[src/rtl/ctrl_hazard_pkg.sv]
// Shared encodings for the pipeline hazard controller: forwarding select
// codes, Tuse/Tnew classes, the shadow-record layouts and the helper functions.
package ctrl_hazard_pkg;

    typedef logic [4:0] reg_addr_t;
    typedef logic [1:0] tnew_t;
    typedef logic [1:0] tuse_t;
    typedef logic [1:0] fwd_sel_t;

    // Forwarding mux select codes (shared by D and E consumers)
    localparam fwd_sel_t FWD_GRF = 2'b00;
    localparam fwd_sel_t FWD_E   = 2'b01;
    localparam fwd_sel_t FWD_M   = 2'b10;
    localparam fwd_sel_t FWD_W   = 2'b11;

    // Tuse value meaning "operand not read"; it exceeds every Tnew so it never stalls
    localparam tuse_t TUSE_NONE = 2'd3;

    // Tnew classes at E entry, as produced by the decoder
    localparam tnew_t TNEW_ZERO = 2'd0;  // lui / jal / jalr
    localparam tnew_t TNEW_ALU  = 2'd1;
    localparam tnew_t TNEW_LOAD = 2'd2;

    // Shadow record of the instruction currently in E
    typedef struct packed {
        reg_addr_t rs;
        reg_addr_t rt;
        reg_addr_t a3;
        tnew_t     tnew;
    } e_rec_t;

    // Shadow record of the instruction currently in M
    typedef struct packed {
        reg_addr_t rt;
        reg_addr_t a3;
        tnew_t     tnew;
    } m_rec_t;

    // A producer matches a consumer register only if it writes it and it is not $0
    function automatic logic reg_match(input reg_addr_t a3, input reg_addr_t r);
        return (a3 == r) && (r != 5'd0);
    endfunction

    // One cycle of progress toward result availability, floored at zero
    function automatic tnew_t sat_dec(input tnew_t x);
        return (x == 2'd0) ? 2'd0 : tnew_t'(x - 2'd1);
    endfunction

endpackage

[src/rtl/ctrl_fwd_select.sv]
// Forwarding select for one operand: picks the nearest younger producer whose
// result is already available. Producers still computing (tnew != 0) are
// skipped here because the stall logic holds the consumer back for them.
module ctrl_fwd_select
    import ctrl_hazard_pkg::*;
(
    input  logic [4:0] addr,
    input  logic       e_en,
    input  logic [4:0] e_a3,
    input  logic [1:0] e_tnew,
    input  logic [4:0] m_a3,
    input  logic [1:0] m_tnew,
    input  logic       w_en,
    input  logic [4:0] w_a3,
    output logic [1:0] sel
);

    // Nearest-stage-first priority over E, M, W
    always_comb begin
        // NOTE: default assignment first so no path through the block leaves sel unassigned (no latch).
        sel = FWD_GRF;
        if (e_en && reg_match(e_a3, addr) && (e_tnew == TNEW_ZERO)) begin
            sel = FWD_E;
        end else if (reg_match(m_a3, addr) && (m_tnew == TNEW_ZERO)) begin
            sel = FWD_M;
        end else if (w_en && reg_match(w_a3, addr)) begin
            sel = FWD_W;
        end
    end

endmodule

[src/rtl/ctrl_hazard_unit.sv]
// Stall/forward controller for the 5-stage MIPS pipeline.
// Keeps shadow records of the instructions in E, M and W, raises stall when a
// D-stage operand is needed before its producer can supply it, and otherwise
// drives the forwarding selects for D, E and M consumers.
// Build option: HAZARD_W_TO_D_FWD_EN lets the D-stage selects return the W
// code; without it the register file bypasses W->D itself and D sees 00.
module ctrl_hazard_unit
    import ctrl_hazard_pkg::*;
(
    input  logic       clk,
    input  logic       reset,
    input  logic [4:0] d_rs,
    input  logic [4:0] d_rt,
    input  logic [1:0] d_tuse_rs,
    input  logic [1:0] d_tuse_rt,
    input  logic [4:0] d_a3,
    input  logic [1:0] d_tnew,
    output logic       stall,
    output logic [1:0] d_fwd_rs,
    output logic [1:0] d_fwd_rt,
    output logic [1:0] e_fwd_rs,
    output logic [1:0] e_fwd_rt,
    output logic       m_fwd_rt
);

`ifdef HAZARD_W_TO_D_FWD_EN
    localparam logic D_W_FWD = 1'b1;
`else
    localparam logic D_W_FWD = 1'b0;
`endif

    e_rec_t    e_rec;
    m_rec_t    m_rec;
    reg_addr_t w_a3;

    logic stall_rs;
    logic stall_rt;

    // Operand needed earlier than the E or M producer can deliver it
    assign stall_rs = (reg_match(e_rec.a3, d_rs) && (e_rec.tnew > d_tuse_rs)) ||
                      (reg_match(m_rec.a3, d_rs) && (m_rec.tnew > d_tuse_rs));
    assign stall_rt = (reg_match(e_rec.a3, d_rt) && (e_rec.tnew > d_tuse_rt)) ||
                      (reg_match(m_rec.a3, d_rt) && (m_rec.tnew > d_tuse_rt));
    assign stall    = stall_rs | stall_rt;

    // Shift the shadow records; a stall injects a bubble into E while M and W advance
    always_ff @(posedge clk) begin
        // NOTE: non-blocking assignments so every record samples the pre-edge state of its neighbour.
        if (reset) begin
            e_rec <= '0;
            m_rec <= '0;
            w_a3  <= '0;
        end else begin
            if (stall) begin
                e_rec <= '0;
            end else begin
                e_rec <= '{rs: d_rs, rt: d_rt, a3: d_a3, tnew: d_tnew};
            end
            m_rec <= '{rt: e_rec.rt, a3: e_rec.a3, tnew: sat_dec(e_rec.tnew)};
            w_a3  <= m_rec.a3;
        end
    end

    ctrl_fwd_select u_d_rs (
        .addr   (d_rs),
        .e_en   (1'b1),
        .e_a3   (e_rec.a3),
        .e_tnew (e_rec.tnew),
        .m_a3   (m_rec.a3),
        .m_tnew (m_rec.tnew),
        .w_en   (D_W_FWD),
        .w_a3   (w_a3),
        .sel    (d_fwd_rs)
    );

    ctrl_fwd_select u_d_rt (
        .addr   (d_rt),
        .e_en   (1'b1),
        .e_a3   (e_rec.a3),
        .e_tnew (e_rec.tnew),
        .m_a3   (m_rec.a3),
        .m_tnew (m_rec.tnew),
        .w_en   (D_W_FWD),
        .w_a3   (w_a3),
        .sel    (d_fwd_rt)
    );

    // E consumers have no younger E producer, so the E leg is disabled
    ctrl_fwd_select u_e_rs (
        .addr   (e_rec.rs),
        .e_en   (1'b0),
        .e_a3   (5'd0),
        .e_tnew (TNEW_ZERO),
        .m_a3   (m_rec.a3),
        .m_tnew (m_rec.tnew),
        .w_en   (1'b1),
        .w_a3   (w_a3),
        .sel    (e_fwd_rs)
    );

    ctrl_fwd_select u_e_rt (
        .addr   (e_rec.rt),
        .e_en   (1'b0),
        .e_a3   (5'd0),
        .e_tnew (TNEW_ZERO),
        .m_a3   (m_rec.a3),
        .m_tnew (m_rec.tnew),
        .w_en   (1'b1),
        .w_a3   (w_a3),
        .sel    (e_fwd_rt)
    );

    // Store data in M can only be refreshed from W
    assign m_fwd_rt = reg_match(w_a3, m_rec.rt);

endmodule
[config.mk]
export PLATFORM = sky130hd
export DESIGN_NAME = ctrl_hazard_unit
export DESIGN_NICKNAME = d
export VERILOG_FILES = /design/src/rtl/ctrl_hazard_pkg.sv /design/src/rtl/ctrl_fwd_select.sv /design/src/rtl/ctrl_hazard_unit.sv
export SDC_FILE = /design/constraint.sdc
export NUM_CORES = 1
export LEC_CHECK = 0
export BUFFER_PORTS_ARGS = -buffer_cell sky130_fd_sc_hd__clkbuf_2
export CAP_MARGIN = 20
export CORE_ASPECT_RATIO = 0.9
export CORE_MARGIN = 2
export CORE_UTILIZATION = 42
export DETAILED_ROUTE_END_ITERATION = 10
export PLACE_DENSITY = 0.72
export SLEW_MARGIN = 20
export SYNTH_ARGS = -nofsm -noshare
export SYNTH_HDL_FRONTEND = slang
export SYNTH_SLANG_ARGS = --single-unit
[constraint.sdc]
create_clock -name clk -period 2.17 [get_ports clk]
set_input_delay 0.217 -clock clk [delete_from_list [all_inputs] [get_ports clk]]
set_output_delay 0.217 -clock clk [all_outputs]
set_load 0.01 [all_outputs]
* After elaboration in Yosys (flattened, before gate mapping)
Index checks and enable logic that the tools add are counted.
** Word-level totals
- Register bits :: 34
- Output and inout port bits :: 10
- Logic and storage cells :: 61
** Operators by class
- Add/subtract/negate cells :: 1
- $lt $le $gt $ge :: 4
- Eq/ne operators :: 9
- Multiplexer cells :: 8
- Bitwise gates (word level) :: 1
- Reduce and logical (&&, ||, !) cells :: 30
** Operators with widths (number)
- == test 5 bit :: 9
- nonzero test 5 bit :: 5
- logical AND 1 bit :: 19
- two-way mux 2 bit :: 8
- greater-than comparator 2 bit :: 4
- zero test 2 bit :: 2
- OR reduction 2 bit :: 2
- logical OR 1 bit :: 2
- subtractor 2 x 1 -> 2 bit, second input constant :: 1
- OR 1 bit :: 1

* Longest topological paths before layout
Gate-level depths: netlist of run 1.
- Depth in word-level cells :: 6
- Gate-level depth with buffers :: 8
- Mapped depth without buffers :: 6

* Hierarchy
From an unflattened synthesis of run 1, not the netlist that was laid out.
** Second synthesis, totals
- Cells, all modules :: 265
- Area total of the unflattened synthesis :: 2429.8 um^2
** By module, submodules not included
- ctrl_hazard_unit :: instances 1, cells an instance 145, area an instance 1569.0 um^2
- ctrl_fwd_select :: instances 4, cells an instance 30, area an instance 215.2 um^2

* Worst setup path after synthesis of run 1
No wires, ideal clock.
- Kind :: input port to output port
- From :: input d_rs[1]
- To :: output stall
- Data arrival time :: 1653 ps
- Setup slack :: 300 ps
- Stages :: 5
- Buffers on the path :: 1
- Path through :: or4_1 > nor2_1 > and4b_1 > buf_6 > or4_1
** Between the ends
- Word-level cells in the longest chain between the ends :: 5
- Elaborated cells between the ends (all ways) :: 9
- Classes of those cells :: eq/ne: 2; bitwise: 1; reduce/logical: 6
** RTL lines
- start: declaration :: RTL line ctrl_hazard_unit.sv:12 : input logic [4:0] d_rs,
- == test 5 bit / nonzero test 5 bit (equally long branches) :: RTL line ctrl_hazard_pkg.sv:41 : return (a3 == r) && (r != 5'd0);
- logical AND 1 bit :: RTL line ctrl_hazard_pkg.sv:41
- logical AND 1 bit (on tied branches) :: RTL line ctrl_hazard_unit.sv:40, ctrl_hazard_unit.sv:41
- logical OR 1 bit * :: RTL line ctrl_hazard_unit.sv:40 : assign stall_rs = (reg_match(e_rec.a3, d_rs) && (e_rec.tnew > d_tuse_rs)) ||
- OR 1 bit * :: RTL line ctrl_hazard_unit.sv:44 : assign stall = stall_rs | stall_rt;
- end: declaration :: RTL line ctrl_hazard_unit.sv:18 : output logic stall,
Every way passes the cells marked *; elsewhere a longest branch is shown, timed or not.

* Worst setup path after layout of run 1
- From :: register m_rec[1] in the netlist's numbering
- To :: output stall
** Between the ends
- Word-level cells in the longest chain between the ends :: 4
- Elaborated cells between the ends (all ways) :: 7
- Classes of those cells :: order compare: 2; bitwise: 1; reduce/logical: 4
** RTL lines
- start: declaration :: RTL line ctrl_hazard_unit.sv:33 : m_rec_t m_rec;
- start signal: assignment :: RTL line ctrl_hazard_unit.sv:59 : m_rec <= '{rt: e_rec.rt, a3: e_rec.a3, tnew: sat_dec(e_rec.tnew)};
- greater-than comparator 2 bit (on tied branches) :: RTL line ctrl_hazard_unit.sv:41, ctrl_hazard_unit.sv:43
- logical AND 1 bit (on tied branches) :: RTL line ctrl_hazard_unit.sv:41, ctrl_hazard_unit.sv:43
- logical OR 1 bit (on tied branches) :: RTL line ctrl_hazard_unit.sv:40, ctrl_hazard_unit.sv:42
- OR 1 bit * :: RTL line ctrl_hazard_unit.sv:44
Marked as above.

==> flow_summary_export.csv, run 1 <==
group,metric,value,unit
global_route,grt_pass1_wl,8.30,mm
floorplan,die_area,0.00552,sq mm
clock_network,cts_buffer_depth,2,
logic_synthesis,synth_ff_type,"dfxtp_1",
run_status,outcome,"complete, no violations",
floorplan,die_w,78.1,um
timing,finalSetupViolations,0,
setup_path,crit_type,"reg -> out",
setup_path,cp-end-kind,"primary output",
setup_path,worstPathMaxFanout,3,
logic_synthesis,yosysUniqueCellTypes,32,
timing,slew_headroom,66.1,%
logic_synthesis,synth_area_leaders,"dfxtp_1 33%, xnor2_1 10%, xor2_1 7.6%",
setup_path,path_delay_family,"simple AND/OR/NAND/NOR gates",
routing,wirelength,4.92,mm
clock_network,htreeDepth,2,
min_path,hold_class,"in -> reg",
clock_network,cts_root_buf,"clkbuf_8",
timing,setup_tns,0,ps
floorplan,rows,24,
setup_path,path_buf_inv,1,
power,leakagePower,1.01,nW
floorplan,die_h,70.7,um
logic_synthesis,syn_area,0.00207,sq mm
routing,wl_met1,2.35,mm
cells_and_area,fin_nets,286,
logic_synthesis,yosysTopAreaCell,"dfxtp_1",
floorplan,initial_utilization,43.2,%
routing,ant_nets,0,
timing,worst_pin_slew,508,ps
cells_and_area,syn_to_final_growth,18.4,%
clock_network,clk_pin_slew,70,ps
clock_network,cts-hold-fix-buffers,0,
setup_path,crit_chain,"ha_1 > nor2b_1 > o21ai_2 > nor3_1 > or4_1 > clkbuf_2",
cells_and_area,fill_cells,457,
clock_network,cts_setup_buffers,0,
logic_synthesis,synthCells,214,
logic_synthesis,ys_warn_count,0,
place,gp_congestion,1.01,
timing,fin_crit_sh,99.9,%
min_path,worstHoldPathCells,3,
clock_network,numCtsBuffers,5,
place,dpl.hpwl,3.74,mm
logic_synthesis,avgSynthCellArea,9.69,sq um
job,drv_cap,0,
floorplan,io-pin-count,33,
setup_path,crit_cells,6,
logic_synthesis,yosysTopAreaCellShare,32.8,%
logic_synthesis,async_reset_ff_share,0,%
timing,clock_skew,10.1,ps
logic_synthesis,synth-edff-count,0,
setup_path,start_kind,"flip-flop",
global_route,grt_pass1_vias,1716,
setup_path,crit_slowest_cell,"or4_1",
routing,firstDrtPassIters,4,
clock_network,cts_tree,"yes",
global_route,grt_antenna_before_repair,0,
routing,dr_wl_met2,2.23,mm
setup_path,worstPathRequired,1950,ps
global_route,grt_max_degree,19,
timing,holdWs,182,ps
cells_and_area,ff_latch_area,683,sq um
routing,routedWlPerCell,15.5,um
cells_and_area,antenna_cells,0,
clock_network,insertion_delay,280,ps
routing,wl_met3,210,um
floorplan,coreArea,0.00480,sq mm
setup_path,slowest_delay,550,ps
cells_and_area,drive_above_1_share,29.2,%
routing,vias_per_cell,5.42,
timing,slew_viol_final,0,
timing,clock.fmax,461,MHz
global_route,grt_overflow,0,
routing,drtIter0Drc,87,
power,p_per_area,609,mW/mm^2
power,ir_drop,0.325,mV
cells_and_area,multi_input_area,0.00130,sq mm
cells_and_area,final_cell_mix,"32 x dfxtp_1, 32 x clkbuf_2, 24 x xnor2_1",
place,post_dp_cell_area,0.00235,sq mm
clock_network,clock-sinks,34,
cells_and_area,final_cell_area,0.00245,sq mm
timing,rsz0062_at_grt,"true",
routing,drcViolationCount,0,
logic_synthesis,seq_area_frac_synth,32.8,%
place,io_buffers,32,
logic_synthesis,synth_fp_nets,246,
logic_synthesis,ys_ff_latch,34,
routing,route.top_layer_used,"met4",
global_route,grt_use_total,19.5,%
setup_path,worstPathArrival,1950,ps
timing,period_minus_slack,2170,ps
timing,hold_violations,0,
setup_path,rr_worst_depth,5,
cells_and_area,utilization,51.1,%
routing,dr_total_vias,1722,
[worst register-to-register path: cells and delay by family (launching register included)]
family,cells,cell delay [ps]
buffers and inverters,1,210
DFF,1,540
AOI/OAI and AO/OA,2,590
xor gates and xnor gates,1,220
and+or+nand+nor,1,70
[cells by family after synthesis]
logic type      Yosys count  synth area share (%)
buf+inv                  24                  5.19
xor+xnor                 42                  17.7
fa+ha+maj                 9                  5.43
compound gates           29                  14.6
flops                    34                  32.8
simple gates             76                  24.2
[synthesized netlist by cell type (2+ instances only)]
master	n
xor2_1	18
o211ai_2	2
inv_1	11
nand4_1	5
nor2_1	9
o311ai_1	6
nor4_2	10
clkbuf_1	8
buf_2	2
a2111oi_4	2
nand2_1	5
or4_1	2
xnor2_1	24
ha_1	9
o311ai_0	11
a21oi_1	3
buf_4	2
nand3_1	3
nor3_1	11
nor2b_1	18
nor4_1	9
dfxtp_1	34
[worst paths after layout]
kind         slack (ps)                   end                start
min reg2reg         490   m_rec[0]$_SDFF_PP0_  e_rec[0]$_SDFF_PP0_
max                   3                 stall  m_rec[1]$_SDFF_PP0_
min                 180   e_rec[1]$_SDFF_PP0_            d_tnew[1]
max reg2reg         420  e_rec[10]$_SDFF_PP0_  m_rec[5]$_SDFF_PP0_
[power breakdown]
| group | internal [mW] | switching [mW] |
|---|---|---|
| Sequential | 0.659 | 0.0441 |
| Combinational | 0.156 | 0.179 |
| Clock | 0.244 | 0.211 |
| Total | 1.06 | 0.435 |
[layer usage]
layer	vias up	track usage [%]
li1	861	-
met1	803	25.7
met3	11	4.21
met5	-	0
met4	0	10.3
met2	47	30.2
[area by class of cell]
cell class,count,area share (%)
tap,65,3.31
multi-input combinational,156,53.0
sequential,34,27.8
inverter,11,1.68
clock buffer,6,3.36
timing repair buffer,46,10.8
[through the flow]
| stage | setup WS (ps) | cells | total power [mW] |
|---|---|---|---|
| 3_3_place_gp | 105 | 312 | 1.04 |
| 2_1_floorplan | 300 | 214 | 0.929 |
| 4_1_cts | 13.8 | 318 | 1.50 |
| 3_5_place_dp | 106 | 312 | 1.05 |
| 5_1_grt | -60.3 | 318 | 1.57 |
| 6_report | 2.91 | 318 | 1.49 |
[repair_timing]
action,CTS,global route
pin swaps,0,0
setup endpoints to repair,1,2
resized for setup,3,1
[state kept, by name (all words and copies together), names as in the netlist]
register	flops
w_a3	5
e_rec	17
m_rec	12
Note: power is estimated with default switching activity, not from simulation.
==> run 2, diff against run 1 <==
- CORE_UTILIZATION: 42 -> 31
- PLACE_DENSITY: 0.72 -> 0.59
==> run 2 against run 1 <==
  * Sequential share of layout area is 0.84 points lower
  * Power is 9.9% higher
  * Combinational power is 4% higher
  * Routed wire length is 11% higher
  * Via count is 1.8% higher
  * Highest routed layer unchanged
==> flow_summary_export.csv, run 2 (same netlist as run 1, synthesis figures left out) <==
group,metric,value,unit
floorplan,initial_utilization,31.8,%
routing,drcViolationCount,0,
floorplan,die_h,81.6,um
cells_and_area,final_cell_mix,"31 x dfxtp_1, 31 x clkbuf_2, 24 x xnor2_1",
timing,clock.fmax,464,MHz
timing,finalWorstSetupSlack,14.2,ps
timing,setup_tns,0,ps
min_path,worstHoldPathCells,3,
global_route,grt_pass1_vias,1779,
setup_path,worstPathRequired,1950,ps
setup_path,crit_type,"reg -> out",
job,drv_cap,0,
timing,period_minus_slack,2160,ps
floorplan,die_w,90.2,um
routing,routedWlPerCell,15.9,um
clock_network,cts_tree,"yes",
timing,hold_violations,0,
floorplan,die_area,0.00736,sq mm
place,io_buffers,32,
place,post-place-ws,117,ps
routing,wirelength,5.48,mm
min_path,hold_class,"in -> reg",
setup_path,worstPathArrival,1940,ps
cells_and_area,syn_to_final_growth,22.8,%
timing,fin_crit_sh,99.3,%
power,ir_drop,0.260,mV
cells_and_area,largest_reg_flops,17,
power,leakagePower,1.02,nW
routing,vias_per_cell,5.10,
routing,firstDrtPassIters,4,
timing,rsz0062_at_grt,"true",
setup_path,cp-end-kind,"primary output",
clock_network,numCtsBuffers,5,
place,post_dp_cell_area,0.00238,sq mm
setup_path,rr_worst_depth,6,
floorplan,io-pin-count,33,
clock_network,cts_buffer_depth,2,
setup_path,worstPathMaxFanout,3,
timing,worst_pin_slew,547,ps
global_route,grt_pass1_wl,9.00,mm
global_route,grt_overflow,0,
cells_and_area,final_cell_area,0.00254,sq mm
clock_network,htreeDepth,2,
cells_and_area,top_register,"e_rec",
place,gp_congestion,0.807,
timing,finalSetupViolations,0,
power,finalPower,1.64,mW
run_status,outcome,"complete, no violations",
cells_and_area,drive_above_1_share,31.5,%
place,dpl.hpwl,4.00,mm
floorplan,rows,28,
routing,dr_total_vias,1753,
clock_network,cts_setup_buffers,0,
cells_and_area,fin_nets,285,
setup_path,start_kind,"flip-flop",
floorplan,coreArea,0.00652,sq mm
timing,slew_headroom,63.5,%
clock_network,clock-sinks,34,
cells_and_area,antenna_cells,0,
timing,slew_viol_final,0,
clock_network,cts-hold-fix-buffers,0,
global_route,grt_max_degree,19,
cells_and_area,top_regs,"e_rec: 17 flops, m_rec: 12 flops, w_a3: 5 flops",
power,p_per_area,645,mW/mm^2
clock_network,cts_root_buf,"clkbuf_8",
global_route,grt_use_total,15.6,%
clock_network,insertion_delay,290,ps
routing,ant_nets,0,
global_route,grt_antenna_before_repair,0,
timing,clock_skew,2.82,ps
clock_network,clk_pin_slew,70,ps
timing,holdWs,178,ps
routing,drtIter0Drc,64,
[run 2: worst max-delay path, stage by stage (launching register included)]
cell and delay (ps):
dfxtp_1 410, ha_1 310, a21oi_2 210, a2111oi_4 70, or4_1 480, buf_2 160
[run 2: path summary, 6_finish.rpt]
| kind | endpoint | from | slack, ps |
|---|---|---|---|
| hold / removal | e_rec[5]$_SDFF_PP0_ | d_a3[3] | 180 |
| hold reg to reg | m_rec[0]$_SDFF_PP0_ | e_rec[0]$_SDFF_PP0_ | 460 |
| setup / recovery | stall | e_rec[1]$_SDFF_PP0_ | 10 |
| setup reg to reg | e_rec[9]$_SDFF_PP0_ | m_rec[1]$_SDFF_PP0_ | 390 |
[run 2: power breakdown]
part	switching [mW]	internal [mW]	total, mW	leakage, nW
sequential	0.0439	0.658	0.702	0.282
clock	0.248	0.341	0.590	0.0504
combinational	0.189	0.161	0.350	0.683
total	0.481	1.16	1.64	1.02
[run 2: stage by stage]
stage / cells / util, %
2_1_floorplan: 214 / -
3_3_place_gp: 336 / 36.5
3_5_place_dp: 336 / 36.5
4_1_cts: 344 / 38.5
5_1_grt: 344 / 39.1
6_report: 344 / 39.1
[run 2: final cells by class]
class | instances | area [sq um]
Clock buffer | 5 | 68.8
Clock inverter | 3 | 45.0
Inverter | 11 | 41.3
Tap cell | 90 | 113
Fill cell | 673 | 3970
Timing Repair Buffer | 45 | 258
Sequential cell | 34 | 687
Multi-Input combinational cell | 156 | 1330
[run 2: timing repair]
item | 4_1_cts | 5_1_grt
pin swaps | 0 | 3
endpoints found under the setup margin | 1 | 2
gates resized for setup | 3 | 8
[run 2: layer usage]
layer / vias to the layer above / wire length [um] / GRT usage (%)
met1: 829 / 2480 / 19.8
met3: 10 / 278 / 2.84
met4: 0 / 98 / 6.62
met2: 56 / 2620 / 26.5
li1: 858 / - / -
met5: - / 0 / 0
==> run 3, diff against run 2 <==
- CELL_PAD_IN_SITES_DETAIL_PLACEMENT: unset -> 1
- CELL_PAD_IN_SITES_GLOBAL_PLACEMENT: unset -> 1
- PLACE_DENSITY: 0.59 -> 0.7
==> run 3 against run 2 <==
  * The flow now finishes with violations (negative setup slack)
  * Global-route usage up 1.9 points
  * Sequential cell count stayed put
  * Worst hold slack better by 8.4 ps
  * Die area did not move
  * Clock skew grew 1.2 ps
  * Highest routed layer unchanged
==> flow_summary_export.csv, run 3 (same netlist as run 1, synthesis figures left out) <==
group,metric,value,unit
clock_network,cts_buffer_depth,2,
timing,slew_viol_final,0,
cells_and_area,largest_reg_flops,17,
timing,finalSetupViolations,1,
routing,wirelength,5.96,mm
clock_network,cts-hold-fix-buffers,0,
global_route,grt_max_degree,19,
floorplan,io-pin-count,33,
setup_path,worstPathRequired,1950,ps
routing,firstDrtPassIters,4,
floorplan,die_area,0.00736,sq mm
floorplan,die_w,90.2,um
routing,ant_nets,0,
timing,hold_violations,0,
setup_path,crit_chain,"ha_1 > nor2b_1 > a2bb2oi_1 > and4b_1 > or4_4 > clkbuf_2",
clock_network,clock-sinks,34,
cells_and_area,final_cell_mix,"32 x clkbuf_2, 30 x dfxtp_1, 24 x xnor2_1",
cells_and_area,antenna_cells,0,
routing,drcViolationCount,0,
timing,rsz0062_at_grt,"true",
setup_path,path_buf_inv,1,
run_status,violations,"negative setup slack",
setup_path,crit_type,"reg -> out",
routing,routedWlPerCell,17.2,um
routing,vias_per_cell,5.20,
floorplan,die_h,81.6,um
clock_network,insertion_delay,280,ps
floorplan,initial_utilization,31.8,%
min_path,hold_class,"in -> reg",
timing,setup_tns,-27.1,ps
cells_and_area,fill_cells,784,
power,leakagePower,1.02,nW
clock_network,clk_pin_slew,70,ps
cells_and_area,fin_nets,287,
global_route,grt_pass1_vias,1930,
timing,clock_skew,4.03,ps
place,gp_congestion,0.897,
timing,period_minus_slack,2200,ps
cells_and_area,top_register,"e_rec",
place,post-place-ws,62.9,ps
timing,finalWorstSetupSlack,-27.1,ps
run_status,outcome,"finished, violations left",
setup_path,worstPathArrival,1980,ps
setup_path,ff2ff_setup_slack,290,ps
clock_network,htreeDepth,2,
timing,fin_crit_sh,101,%
routing,drtIter0Drc,51,
cells_and_area,top_regs,"e_rec: 17 flops, m_rec: 12 flops, w_a3: 5 flops",
routing,dr_total_vias,1800,
clock_network,cts_tree,"yes",
cells_and_area,multi_input_area,0.00130,sq mm
place,dpl.hpwl,4.53,mm
cells_and_area,syn_to_final_growth,21.0,%
timing,slew_headroom,65.7,%
global_route,grt_pass1_wl,9.99,mm
clock_network,cts_root_buf,"clkbuf_8",
clock_network,numCtsBuffers,5,
cells_and_area,layout.cells.most_common,"clkbuf_2",
power,ir_drop,0.306,mV
global_route,grt_antenna_before_repair,0,
global_route,grt_overflow,0,
setup_path,crit_slowest_cell,"or4_4",
global_route,grt_use_total,17.6,%
setup_path,path_delay_family,"simple AND/OR/NAND/NOR gates",
cells_and_area,ff_latch_area,686,sq um
floorplan,coreArea,0.00652,sq mm
timing,clock.fmax,455,MHz
timing,worst_pin_slew,514,ps
power,finalPower,1.54,mW
setup_path,cp-end-kind,"primary output",
setup_path,worstPathMaxFanout,3,
setup_path,slowest_delay,430,ps
job,drv_cap,0,
setup_path,start_kind,"flip-flop",
cells_and_area,drive_above_1_share,31.6,%
place,io_buffers,32,
floorplan,rows,28,
power,p_per_area,612,mW/mm^2
==> run 3: changes by cell type in the layout (fill, tap and decap cells not counted), sizes merged <==
cell	delta
buf	+1
clkinvlp	-1
clkinv	+1
bufinv	-1
clkbuf	+2
==> run 3: stage by stage <==
stage / hold slack, ps / util (%) / cell area [sq um] / std cells
CTS: 186 / 38.5 / 2510 / 346
detailed placement: 485 / 36.6 / 2380 / 337
finish: 187 / 38.5 / 2510 / 346
global placement: 480 / 36.6 / 2380 / 337
floorplan: 289 / - / 2070 / 214
global route: 204 / 38.5 / 2510 / 346
==> run 3: worst min-delay path: cells and delay by family <==
family | cells | cell delay (ps)
buffers and inverters | 1 | 80
AOI/OAI and AO/OA | 1 | 90
and+or+nand+nor | 1 | 40
==> run 3: final timing paths <==
kind | from | to | depth (start not counted)
max | m_rec[1]$_SDFF_PP0_ | stall | 6
min | d_a3[0] | e_rec[2]$_SDFF_PP0_ | 3
max reg2reg | m_rec[1]$_SDFF_PP0_ | e_rec[11]$_SDFF_PP0_ | 7
min reg2reg | e_rec[0]$_SDFF_PP0_ | m_rec[0]$_SDFF_PP0_ | 1
==> run 3: area by class of cell <==
type                    count  area share [%]
clock buffers               6            3.29
clock inverters             2           0.499
inverters                  11            1.65
multi-input cells         156            51.9
flip-flops and latches     34            27.3
well taps                  90            4.49
repair buffers             47            10.9
==> run 3: metal layers <==
metal	share of wire (%)	vias to the layer above	wire (um)	track usage (%)
li1	-	869	-	-
met1	46	880	2720	21.5
met2	49	41	2910	31.1
met3	3.3	10	198	3.30
met4	2.2	0	132	6.92
met5	0	-	0	0
==> run 3: power by group <==
part	switching, mW	total [mW]	internal, mW	leakage [nW]
Sequential	0.0446	0.704	0.659	0.282
Combinational	0.194	0.351	0.157	0.692
Clock	0.227	0.481	0.255	0.0472
Total	0.465	1.54	1.07	1.02
==> run 3: repair_timing <==
item | CTS | global route
setup buffers | 1 | 0
gates resized for setup | 6 | 2
setup endpoints to repair | 1 | 2
pin swaps | 2 | 0
